`config.mk`:
```
export PLATFORM = sky130hd
export DESIGN_NAME = snake_tick_gen
export DESIGN_NICKNAME = d
export VERILOG_FILES = /design/src/rtl/snake_tick_pkg.sv /design/src/rtl/snake_tick_channel.sv /design/src/rtl/snake_tick_gen.sv
export SDC_FILE = /design/constraint.sdc
export NUM_CORES = 1
export LEC_CHECK = 0
export ABC_AREA = 1
export ABC_CLOCK_PERIOD_IN_PS = 3500
export CAP_MARGIN = 0
export CELL_PAD_IN_SITES_DETAIL_PLACEMENT = 2
export CELL_PAD_IN_SITES_GLOBAL_PLACEMENT = 2
export CORE_UTILIZATION = 24
export CTS_CLUSTER_DIAMETER = 200
export DETAILED_ROUTE_END_ITERATION = 16
export GPL_TIMING_DRIVEN = 0
export PLACE_DENSITY_LB_ADDON = 0.1
export SETUP_SLACK_MARGIN = 0.15
export SLEW_MARGIN = 20
export SYNTH_ARGS = -nofsm -noshare
export SYNTH_HDL_FRONTEND = slang
export SYNTH_SLANG_ARGS = --single-unit
```
`constraint.sdc`:
```
create_clock -name clock_25 -period 3.5 [get_ports clock_25]
set_input_delay 0.35 -clock clock_25 [delete_from_list [all_inputs] [get_ports clock_25]]
set_output_delay 0.35 -clock clock_25 [all_outputs]
set_load 0.02 [all_outputs]
```
`src/rtl/snake_tick_pkg.sv`:
```
// rtl/snake_tick_pkg.sv - shared constants for the snake tick generator
package snake_tick_pkg;

    localparam int          SNAKE_CNT_W          = 26;
    localparam int unsigned SNAKE_DEFAULT_PERIOD = 24999999;

    // Terminal counts for the game-speed levels at 25 MHz
    localparam int unsigned SPEED_SLOW = 24999999;
    localparam int unsigned SPEED_MED  = 12499999;
    localparam int unsigned SPEED_FAST = 6249999;

    localparam int CH_MOVE = 0;
    localparam int CH_SEC  = 1;

    function automatic logic [15:0] sat_inc16(input logic [15:0] v);
        return (v == 16'hFFFF) ? v : v + 16'd1;
    endfunction

endpackage

```
`src/rtl/snake_tick_channel.sv`:
```
// rtl/snake_tick_channel.sv - one tick channel: counter, period, shadow reload
// Optional per-channel pulse counter enabled by SNAKE_TICK_COUNT_EN.
module snake_tick_channel
    import snake_tick_pkg::*;
#(
    parameter int          CNT_W          = SNAKE_CNT_W,
    parameter int unsigned DEFAULT_PERIOD = SNAKE_DEFAULT_PERIOD
) (
    input  logic             clock_25,
    input  logic             reset,
    input  logic             run,
    input  logic             clear,
    input  logic             wr,
    input  logic [CNT_W-1:0] wr_period,
    output logic             pending,
    output logic             tick_pulse,
    output logic             tick_level,
    output logic [15:0]      tick_count
);

    logic [CNT_W-1:0] cnt;
    logic [CNT_W-1:0] per;
    logic [CNT_W-1:0] shadow;
    logic             wrap;

    // >= rather than == so a period lowered below cnt still wraps promptly
    assign wrap = (cnt >= per);

    always_ff @(posedge clock_25 or negedge reset) begin
        if (!reset) begin
            cnt        <= '0;
            per        <= CNT_W'(DEFAULT_PERIOD);
            shadow     <= '0;
            pending    <= 1'b0;
            tick_pulse <= 1'b0;
            tick_level <= 1'b0;
        end else if (clear) begin
            cnt        <= '0;
            tick_pulse <= 1'b0;
            tick_level <= 1'b0;
            if (wr) begin
                per     <= wr_period;
                pending <= 1'b0;
            end else if (pending) begin
                per     <= shadow;
                pending <= 1'b0;
            end
        end else begin
            if (run) begin
                if (wrap) begin
                    cnt        <= '0;
                    tick_pulse <= 1'b1;
                    tick_level <= ~tick_level;
                end else begin
                    cnt        <= cnt + 1'b1;
                    tick_pulse <= 1'b0;
                end
            end else begin
                tick_pulse <= 1'b0;
            end
            if (pending && (wrap || !run)) begin
                per     <= shadow;
                pending <= 1'b0;
            end
            if (wr) begin
                shadow  <= wr_period;
                pending <= 1'b1;
            end
        end
    end

`ifdef SNAKE_TICK_COUNT_EN
    always_ff @(posedge clock_25 or negedge reset) begin
        if (!reset) begin
            tick_count <= '0;
        end else if (clear) begin
            tick_count <= '0;
        end else if (run && wrap) begin
            tick_count <= sat_inc16(tick_count);
        end
    end
`else
    assign tick_count = '0;
`endif

endmodule

```
`src/rtl/snake_tick_gen.sv`:
```
// rtl/snake_tick_gen.sv - multi-channel programmable tick generator top
// Optional pulse counters enabled by SNAKE_TICK_COUNT_EN.
module snake_tick_gen
    import snake_tick_pkg::*;
#(
    parameter int          N_CH           = 2,
    parameter int          CNT_W          = SNAKE_CNT_W,
    parameter int unsigned DEFAULT_PERIOD = SNAKE_DEFAULT_PERIOD,
    parameter int          CH_W           = 3
) (
    input  logic               clock_25,
    input  logic               reset,
    input  logic               run,
    input  logic               clear,
    input  logic               cfg_valid,
    output logic               cfg_ready,
    input  logic [CH_W-1:0]    cfg_ch,
    input  logic [CNT_W-1:0]   cfg_period,
    output logic [N_CH-1:0]    tick_pulse,
    output logic [N_CH-1:0]    tick_level,
    output logic [N_CH*16-1:0] tick_count
);

    logic [N_CH-1:0] pending;
    logic [N_CH-1:0] wr;

    // Out-of-range channels always accept so writes to them are dropped
    always_comb begin
        cfg_ready = 1'b1;
        for (int i = 0; i < N_CH; i++) begin
            if (cfg_ch == CH_W'(i) && pending[i]) begin
                cfg_ready = 1'b0;
            end
        end
    end

    generate
        for (genvar i = 0; i < N_CH; i++) begin : g_ch
            assign wr[i] = cfg_valid & cfg_ready & (cfg_ch == CH_W'(i));

            snake_tick_channel #(
                .CNT_W          (CNT_W),
                .DEFAULT_PERIOD (DEFAULT_PERIOD)
            ) u_ch (
                .clock_25   (clock_25),
                .reset      (reset),
                .run        (run),
                .clear      (clear),
                .wr         (wr[i]),
                .wr_period  (cfg_period),
                .pending    (pending[i]),
                .tick_pulse (tick_pulse[i]),
                .tick_level (tick_level[i]),
                .tick_count (tick_count[16*i +: 16])
            );
        end
    endgenerate

endmodule
```
==> flow_summary.toml <==
[die]
floorplan.initialDensity_pct = 24.41
die_w_um = 203.5
fp-row-count = 73
die_area_um2 = 41400
floorplan.die.height_um = 203.5
core_region_area_um2 = 39910
ioPinCount = 71

[yosys]
ys_async_sr_fraction_pct = 100.0
synth.top_cells.by_count = "sky130_fd_sc_hd__nand2_1, sky130_fd_sc_hd__inv_1, sky130_fd_sc_hd__dfrtp_1"
ys_seq_elements = 162
synth_largest_type_area_fraction_pct = 32.88
top_cells_by_area_synth = "sky130_fd_sc_hd__dfrtp_1, sky130_fd_sc_hd__nand2_1, sky130_fd_sc_hd__dfstp_2"
mean_post_synth_cell_area_um2 = 7.825
synth_most_common_cell = "sky130_fd_sc_hd__nand2_1"
syn-cell-area_um2 = 9742
post_synthesis_cells = 1245
netlist.top_cell.by_area = "sky130_fd_sc_hd__dfrtp_1"
ys.warnings.count = 0
synth_seq_area_share_pct = 42.05
ys_dominant_reg_cell = "sky130_fd_sc_hd__dfrtp_1"
synth_enable_flop_cells = 0
synth_cell_types = 45

[worst_setup_path]
most_common_cell_type_on_the_critical_path = "sky130_fd_sc_hd__clkdlybuf4s50_1"
crit_path_max_fanout = 2
critical_path_class = "input pin to output port"
crit_buf_inv = 3
critPathTopFamily = "buffers and inverters"
crit_chain = "clkdlybuf4s50_1 -> nor3_1 -> nand2_1 -> nand2_2 -> inv_1 -> clkdlybuf4s50_1"
max_stage_delay_ns = 0.54
worst_ep_arrival_time_ns = 2.20
critical-path-slowest-cell = "sky130_fd_sc_hd__clkdlybuf4s50_1"
critical_path_required_ns = 3.15
cp-start-kind = "input pin"
end_kind = "output port"

[pwr]
p_sw_share_pct = 31.58
clkPwrFrac_pct = 33.5
cellLeakagePower_nw = 5.658
share_comb_of_total_power_pct = 22.2
power-per-cell-area_nw_per_um2 = 491.8
power.sequential.fraction_pct = 44.3
power_report.internal_total_w = 0.003875
switchingPower_w = 0.001788
power.total_w = 0.005663
vdd_ir_drop_max_mv = 0.3450

[cts]
cts_setup_buffers = 0
numCtsBuffers = 17
clock_path_buffers = 2
hold_buffers = 1
htree_levels = 4
cts_root_buf = "sky130_fd_sc_hd__clkbuf_16"
cts_tree = "done"
clock-sinks = 162
path_clk_slew_ns = 0.06
cts.repair.resized = 0
clock_insertion_delay_worst_skew_ns = 0.48

[final_layout]
final_layout_size_suffix_gt1_share_pct = 11.94
area_growth_pct = 18.21
antenna_cells = 0
design.final.nets = 1423
final_area_um2 = 11520
utilization_pct = 28.85

[sta]
hold_violations = 0
skew_ns = 0.01061
period_minus_slack_ns = 2.547
layout_worst_path_cycle_share_pct = 72.77
slew_viol_final = 0
clock.fmax_mhz = 392.6
transition_time_at_the_pin_with_the_least_slew_margin_ns = 0.7039
setup_viol_count_final = 0
slew_headroom_pct = 52.71
fin_hold_ws_ns = 0.3370
grt_setup_unrepaired = "false"
finalSetupTns_ns = 0

[drt]
drt_drc_violations_left = 0
postRouteWirelength_um = 31650
firstDrtPassIters = 4
drt_first_iter_violations = 208
detail_route.wl_per_cell_um = 16.90
drtAntennaViolNets = 0
routed-via-count = 8400
average_via_count_per_standard_cell = 4.485

[grt]
grt_pass1_vias = 8906
maximum_number_of_pins_on_one_net_before_global_route_repair = 69
grt-ovfl-total = 0
first_pass_grt_wire_length_um = 50920
grt_antenna_before_repair = 0
grtUsageTotal_pct = 16.33

[run]
cap_violations = 0

[placed_design]
io_buffer_count = 37
dp.final_hpwl_um = 24600
gp_routability_congestion = 0.7360
place_area_um2 = 10950

[worst_hold_path]
hp-class = "input pin to flip-flop"

[outcome]
status = "completed"
## logic make-up (layout without fill, tap and decap cells)
logic type | count (synthesis) | in the layout | synth area share, %
fa+ha+maj | 54 | 54 | 6.936
compound gates | 100 | 100 | 5.626
buf+inv | 234 | 306 | 11.16
other cells | 1 | 32 | 0.03849
mux | 26 | 26 | 3.005
simple gates | 640 | 640 | 28.67
flops | 162 | 162 | 42.05
xor+xnor | 28 | 28 | 2.517
## layout by cell type, fill, tap and decap left out, types with 16 or more instances in the layout
cell type	n
sky130_fd_sc_hd__dfrtp_1	128
sky130_fd_sc_hd__dfstp_2	34
sky130_fd_sc_hd__mux2_1	19
sky130_fd_sc_hd__o21ai_0	54
sky130_fd_sc_hd__buf_2	26
sky130_fd_sc_hd__inv_1	151
sky130_fd_sc_hd__nor3_1	16
sky130_fd_sc_hd__nand4_1	43
sky130_fd_sc_hd__conb_1	32
sky130_fd_sc_hd__clkdlybuf4s50_1	36
sky130_fd_sc_hd__ha_1	54
sky130_fd_sc_hd__nor2_1	103
sky130_fd_sc_hd__nand3_1	89
sky130_fd_sc_hd__a21oi_1	21
sky130_fd_sc_hd__xor2_1	24
sky130_fd_sc_hd__clkbuf_16	17
sky130_fd_sc_hd__clkbuf_1	16
sky130_fd_sc_hd__nand2_1	363
sky130_fd_sc_hd__buf_4	43
## registers in the layout, indices dropped and copies added (netlist names)
signal                flops
g_ch.u_ch.per            52
g_ch.u_ch.cnt            52
g_ch.u_ch.tick_level      2
g_ch.u_ch.shadow         52
g_ch.u_ch.pending         2
g_ch.u_ch.tick_pulse      2
## routing by layer
layer | part of all wire [%] | vias up | GRT usage, %
li1 | - | 4093 | -
met1 | 51 | 4209 | 22.68
met2 | 44 | 78 | 25.28
met3 | 2.8 | 20 | 3.388
met4 | 1.3 | 0 | 4.995
met5 | 0 | - | 0
## power by group through the flow
stage               combinational, W  clock [W]  sequential (W)
CTS                          0.00130    0.00201         0.00252
global route                 0.00149    0.00204         0.00256
finish                       0.00126    0.00190         0.00251
detailed placement           0.00129          0         0.00255
floorplan                   0.000877          0         0.00248
global placement             0.00123          0         0.00254
## worst paths after layout
path / start / endpoint / slack [ns] / cells after the start
hold / removal: clear / g_ch[1].u_ch.shadow[16] / 0.34 / 4
setup reg to reg: g_ch[0].u_ch.per[21] / g_ch[0].u_ch.cnt[2] / 1.03 / 14
max in group asynchronous: reset / g_ch[0].u_ch.per[20] / 2.36 / 3
min in group asynchronous: reset / g_ch[1].u_ch.shadow[12] / 0.38 / 2
setup / recovery: cfg_ch[1] / cfg_ready / 0.95 / 6
hold reg to reg: g_ch[0].u_ch.per[18] / g_ch[0].u_ch.per[18] / 0.46 / 2
## final cells by class
class / instances / area (um^2)
clock buffer: 25 / 475.5
inverter: 153 / 574.3
buffer: 81 / 513.0
clock inverter: 7 / 85.08
sequential: 162 / 4096
fill: 4678 / 28400
tap: 525 / 656.9
timing repair buffer: 40 / 440.4
multi-input combinational: 880 / 4674
## through the flow
stage	setup WS, ns	cells
4_1_cts	0.9045	1873
3_5_place_dp	0.7758	1840
6_report	0.9529	1873
5_1_grt	0.7275	1873
3_3_place_gp	-5.890	1838
2_1_floorplan	1.502	1276
## worst min-delay path: cells and delay by family
kind | cells | cell delay, ns
compound gates | 1 | 0.07
simple gates | 2 | 0.21
buf+inv | 1 | 0.13
Note: power is estimated with default switching activity, not from simulation.
==> RTL change 1: new RTL, same flow settings <==
Add a define of `SNAKE_TICK_COUNT_EN`.
--- a/src/rtl/snake_tick_channel.sv
+++ b/src/rtl/snake_tick_channel.sv
@@ -2,2 +2,4 @@
 // Optional per-channel pulse counter enabled by SNAKE_TICK_COUNT_EN.
+`define SNAKE_TICK_COUNT_EN
+
 module snake_tick_channel
Function: changed (Yosys sat finds a counterexample within 4 cycles, from zero or initial values and one cycle with reset low).
==> RTL change 1 against the unedited design <==
- wire length is 27% higher
- cell area is 17% higher
- total power is 11% higher
- sequential power is 16% higher
- sequential cell count is 32 higher
- area after synthesis is 16% higher
- worst hold slack worse by 0.041 ns
- worst setup slack worse by 0.51 ns
- largest power group unchanged
==> RTL change 1: results (changes against the unedited design) <==
| Metric | Value |
|---|---|
| Register area share after synthesis | `43.2% (+1.1 points)` |
| Inserted Clock Buffers | `17 (unchanged)` |
| Critical register-to-register path startpoint | `g_ch[0].u_ch.per[21]$_DFFE_PN1P_` |
| CP max-delay cell | `nand4_1` |
| Max-slew violations | `0 (unchanged)` |
| Starting DRC count in detailed routing | `273 (+31%)` |
| Hold slack | `0.296 ns (-0.0411 ns)` |
| Slowest stage delay, CP | `0.55 ns` |
| Via count | `10,198 (+21%)` |
| Post-CTS Setup Inserts | `0 (unchanged)` |
| Clk buf depth | `2 (unchanged)` |
| Reg2reg setup slack | `0.44 ns (-0.59 ns)` |
| Worst Clk Skew | `0.0146 ns (+0.00401 ns)` |
| Clock Tree Root | `clkbuf_16` |
| Layout cells sized above 1 | `7.68% (-4.3 points)` |
| Met1 Use GR | `24.7% (+2.0 points)` |
| Family with the most delay on the worst path | `simple AND/OR/NAND/NOR gates` |
| Top Registers | `g_ch.u_ch.cnt x52, g_ch.u_ch.per x52, g_ch.u_ch.shadow x52` |
| Dpl hpwl | `31.3 mm (+27%)` |
| FF-to-FF End | `g_ch[0].u_ch.per[7]$_DFFE_PN0P_` |
| Worst vdd ir | `0.000357 V (+3.4%)` |
| Number of distinct library cells after synthesis | `40 (-11%)` |
| Async SR Flop Fraction | `100% (unchanged)` |
| Met2 Use GR | `28.5% (+3.2 points)` |
| Area contributors post-synth | `dfrtp_1 (35%), nand2_1 (14%), dfstp_2 (7.9%)` |
| Vias in the first global route | `11,056 (+24%)` |
| Worst r2r path cells | `13 (-1)` |
| Diodes inserted | `0 (unchanged)` |
| Placed cell area | `0.0129 mm2 (+18%)` |
| Grt met3 use | `2.58% (-0.81 points)` |
| Drt first pass iters | `4 (unchanged)` |
| Least-Margin Pin Slew | `0.931 ns (+0.227 ns)` |
| GRT Resource Usage Total | `17.8% (+1.5 points)` |
| Initial antenna violation count | `0 (unchanged)` |
| H-tree depth | `4 (unchanged)` |
| Placer Congestion | `0.767 (+4.2%)` |
| Pre-CTS setup slack | `0.114 ns (-0.662 ns)` |
| Worst-path fanout max | `10 (+8)` |
| Hold Crit Class | `input port to async pin` |
| Clk Latency, worst-skew pair | `0.50 ns (+0.02 ns)` |
| Status | `completed` |
| Fill cells | `5,473 (+17%)` |
| Nets | `1,692 (+19%)` |
| IO buf count | `70 (+89%)` |
| Post-synthesis net count | `1,600` |
| Leakage dissipation | `6.24 nW (+10%)` |
| Synth cell count leaders | `nand2_1 (431), inv_1 (176), nor2_1 (171)` |
| WL final | `40.3 mm (+27%)` |
| Largest net degree at the start of global routing | `90 (+30%)` |
| Clk slew on worst S/H paths | `0.08 ns (+0.02 ns)` |
| First-pass GRT wire length | `64.2 mm (+26%)` |
| Synth warn | `0 (unchanged)` |
[RTL change 1: worst max-delay path by stage]
stage                                startpoint                                   to  slack, ns  cells past startpoint
2_1_floorplan  g_ch[1].u_ch.per[13]$_DFFE_PN1P_     g_ch[1].u_ch.per[10]$_DFFE_PN0P_       1.35                     12
3_3_place_gp                              reset  g_ch[0].u_ch.shadow[19]$_DFFE_PN0P_      -7.43                      1
3_5_place_dp                                run     g_ch[1].u_ch.cnt[15]$_DFFE_PN0P_       0.11                      5
4_1_cts        g_ch[0].u_ch.per[21]$_DFFE_PN1P_      g_ch[0].u_ch.per[7]$_DFFE_PN0P_       0.35                     13
5_1_grt        g_ch[0].u_ch.per[19]$_DFFE_PN1P_     g_ch[0].u_ch.per[16]$_DFFE_PN1P_       0.16                     14
6_report       g_ch[0].u_ch.per[21]$_DFFE_PN1P_      g_ch[0].u_ch.per[7]$_DFFE_PN0P_       0.44                     13
[RTL change 1: metal layers]
metal | vias up | routed length, um
met2 | 94 | 18200
met3 | 22 | 857
met4 | 0 | 495
met1 | 5066 | 20700
met5 | - | 0
li1 | 5016 | -
[RTL change 1: worst register-to-register path, stage by stage (launching register included)]
cell and delay, ns:
dfstp_2 0.53, inv_1 0.04, ha_1 0.30, nand2_1 0.09
nor2_1 0.08, nand2_1 0.12, nor2_1 0.05, nand2_1 0.06
nand2_1 0.05, nor2_1 0.35, nand4_1 0.56, nand2_2 0.32
buf_2 0.27, o21ai_0 0.13
[RTL change 1: layout make-up]
type	count	area (um2)	area share (%)
well taps	607	759	5.65
repair buffers	73	771	5.73
clock inverters	13	138	1.02
plain buffers	59	294	2.19
multi-input cells	1080	5490	40.8
inverters	177	664	4.94
clock buffers	19	433	3.22
flip-flops and latches	194	4900	36.4
[RTL change 1: cells by family (layout without fill, tap and decap cells)]
kind of cell               after synthesis  after routing  synth area share [%]
AOI/OAI and AO/OA                      182            182                  8.48
and+or+nand+nor                        795            795                  30.1
xor gates and xnor gates                47             47                  3.63
adders and majority gates               56             56                  6.18
DFF                                    194            194                  43.2
buffers and inverters                  236            341                  8.45
[RTL change 1: repair_timing]
action	in CTS	in global routing
hold buffers	1	0
gates resized for setup	0	0
endpoints found under the hold margin	20	0
[RTL change 1: power breakdown]
part	switching, mW	internal [mW]	total, mW
Combinational	0.838	0.488	1.33
Clock	0.999	1.05	2.05
Sequential	0.225	2.68	2.91
Total	2.06	4.22	6.28
[RTL change 1: through the flow]
step / cells / setup TNS (ns)
2_1_floorplan: 1510 / 0
3_3_place_gp: 2187 / -1338.48
3_5_place_dp: 2189 / 0
4_1_cts: 2222 / 0
5_1_grt: 2222 / 0
6_report: 2222 / 0
==> RTL change 2: new RTL, same flow settings <==
Without the edit above. Put a register stage on the output `tick_count`, without a reset. The value now appears one clock later. The other outputs are not delayed to match.
--- a/src/rtl/snake_tick_gen.sv
+++ b/src/rtl/snake_tick_gen.sv
@@ -22,2 +22,4 @@
 );
+
+    logic [N_CH*16-1:0] tick_count_d;
 
@@ -53,3 +55,3 @@
                 .tick_level (tick_level[i]),
-                .tick_count (tick_count[16*i +: 16])
+                .tick_count (tick_count_d[16*i +: 16])
             );
@@ -58,2 +60,6 @@
 
+    always_ff @(posedge clock_25) begin
+        tick_count <= tick_count_d;
+    end
+
 endmodule
Function: kept (Yosys induction, for registers that start in step).
==> RTL change 2 against the unedited design <==
- area after synthesis increased by 0.60%
- sequential cell count stayed put
- clock skew up 0.0020 ns
- cell area grew 1.6%
- final cell count is 0.37% lower
- total power grew 5.9%
- worst setup slack gained 0.039 ns
- wire length up 0.50%
- critical path type is now flop to flop
- critical endpoint is now g_ch[0].u_ch.cnt[5]$_DFFE_PN0P_
- largest cell class unchanged
==> RTL change 2: results (changes against the unedited design) <==
| Metric | Value |
|---|---|
| Status | `completed` |
| Grt met3 use | `2.85% (-0.53 points)` |
| Largest net degree at the start of global routing | `83 (+20%)` |
| Via/cell ratio | `4.46 (-0.49%)` |
| Worst-path fanout max | `10 (+8)` |
| Async SR Flop Fraction | `100% (unchanged)` |
| Worst Clk Skew | `0.0126 ns (+0.00199 ns)` |
| Layout cells sized above 1 | `14.0% (+2.1 points)` |
| Final core utilization | `29.2% (+0.39 points)` |
| Initial antenna violation count | `1 (+1)` |
| Synth warn | `0 (unchanged)` |
| Post-Synth Adder-Cell Area | `6.89% (-0.042 points)` |
| H-tree depth | `4 (unchanged)` |
| Worst vdd ir | `0.000314 V (-9.0%)` |
| Pre-CTS setup slack | `0.580 ns (-0.196 ns)` |
| Register area share after synthesis | `41.8% (-0.25 points)` |
| Met2 Use GR | `25.1% (-0.20 points)` |
| Met1 Use GR | `22.6% (-0.11 points)` |
| CP max-delay cell | `dfstp_2` |
| Placer Congestion | `0.750 (+1.8%)` |
| Dpl hpwl | `24.5 mm (-0.56%)` |
| Compound-cell area share of the yosys netlist | `5.22% (-0.40 points)` |
| Critical path arrival | `2.88 ns (+0.68 ns)` |
| Hold Crit Class | `input port to flop` |
| First-pass GRT wire length | `51.1 mm (+0.45%)` |
| Starting DRC count in detailed routing | `280 (+35%)` |
| Nets | `1,415 (-0.56%)` |
| Vias in the first global route | `9,012 (+1.2%)` |
| Synth cell count leaders | `nand2_1 (368), inv_1 (141), dfrtp_1 (128)` |
| Least-Margin Pin Slew | `0.820 ns (+0.116 ns)` |
| XOR/XNOR Fraction of Synth Area | `2.50% (-0.015 points)` |
| Mux share of post-synthesis cell area | `3.72% (+0.71 points)` |
| Placed cell area | `0.0110 mm2 (+0.54%)` |
| Internal Pwr Total | `4.19 mW (+8.1%)` |
| GRT Resource Usage Total | `16.1% (-0.21 points)` |
| Routed len/inst | `17.0 um (+0.87%)` |
| Number of distinct library cells after synthesis | `46 (+2.2%)` |
| Leakage dissipation | `5.77 nW (+1.9%)` |
| Area contributors post-synth | `dfrtp_1 (33%), nand2_1 (14%), dfstp_2 (9.1%)` |
| Clk Latency, worst-skew pair | `0.45 ns (-0.03 ns)` |
==> RTL change 2: final timing paths <==
| path | startpoint | end | slack, ns | depth (start not counted) |
|---|---|---|---|---|
| worst max-delay path | g_ch[0].u_ch.per[21]$_DFFE_PN1P_ | g_ch[0].u_ch.cnt[5]$_DFFE_PN0P_ | 0.99 | 14 |
| worst min-delay path | clear | g_ch[1].u_ch.shadow[16]$_DFFE_PN0P_ | 0.35 | 4 |
| worst max register to register | g_ch[0].u_ch.per[21]$_DFFE_PN1P_ | g_ch[0].u_ch.cnt[5]$_DFFE_PN0P_ | 0.99 | 14 |
| worst min register to register | g_ch[1].u_ch.per[5]$_DFFE_PN1P_ | g_ch[1].u_ch.per[5]$_DFFE_PN1P_ | 0.46 | 2 |
| max in group asynchronous | reset | g_ch[0].u_ch.per[22]$_DFFE_PN1P_ | 2.15 | 4 |
| min in group asynchronous | reset | g_ch[1].u_ch.cnt[6]$_DFFE_PN0P_ | 0.51 | 3 |
==> RTL change 2: repair_timing <==
action / CTS / global route
hold endpoints to repair: 67 / 0
resized for setup: 0 / 0
setup endpoints to repair: 0 / 0
hold buffers: 1 / 0
==> RTL change 2: critical path: cells and delay by family (launching register included) <==
kind	cells	cell delay, ns
AND/OR/NAND/NOR	9	1.00
flip-flops	1	0.53
buffers and inverters	3	0.36
adder cells (fa/ha/maj)	1	0.30
AO/OA/AOI/OAI	1	0.23
==> RTL change 2: area by class of cell <==
class | count | area, um2
fillers | 4639 | 28300
multi-input cells | 881 | 4740
flip-flops and latches | 162 | 4100
well taps | 525 | 657
inverters | 144 | 541
plain buffers | 81 | 539
clock buffers | 19 | 453
repair buffers | 40 | 440
clock inverters | 13 | 230
diodes | 1 | 2.50
==> RTL change 2: per-layer routing <==
| layer | vias to the layer above | wire [um] |
|---|---|---|
| met3 | 26 | 817 |
| li1 | 4069 | - |
| met1 | 4154 | 16400 |
| met2 | 79 | 14100 |
| met5 | - | 0 |
| met4 | 0 | 497 |
==> RTL change 2: power by group through the flow <==
stage	Clock, mW	Combinational [mW]	Sequential [mW]
6_report	2.23	1.27	2.50
5_1_grt	2.36	1.49	2.54
4_1_cts	2.32	1.32	2.50
3_5_place_dp	0	1.30	2.53
3_3_place_gp	0	1.25	2.53
2_1_floorplan	0	0.891	2.47
==> RTL change 2: per-stage QoR <==
step | std cells | TNS [ns]
6_report | 1866 | 0
5_1_grt | 1865 | 0
4_1_cts | 1865 | 0
3_5_place_dp | 1832 | 0
3_3_place_gp | 1830 | -864.50
2_1_floorplan | 1268 | 0
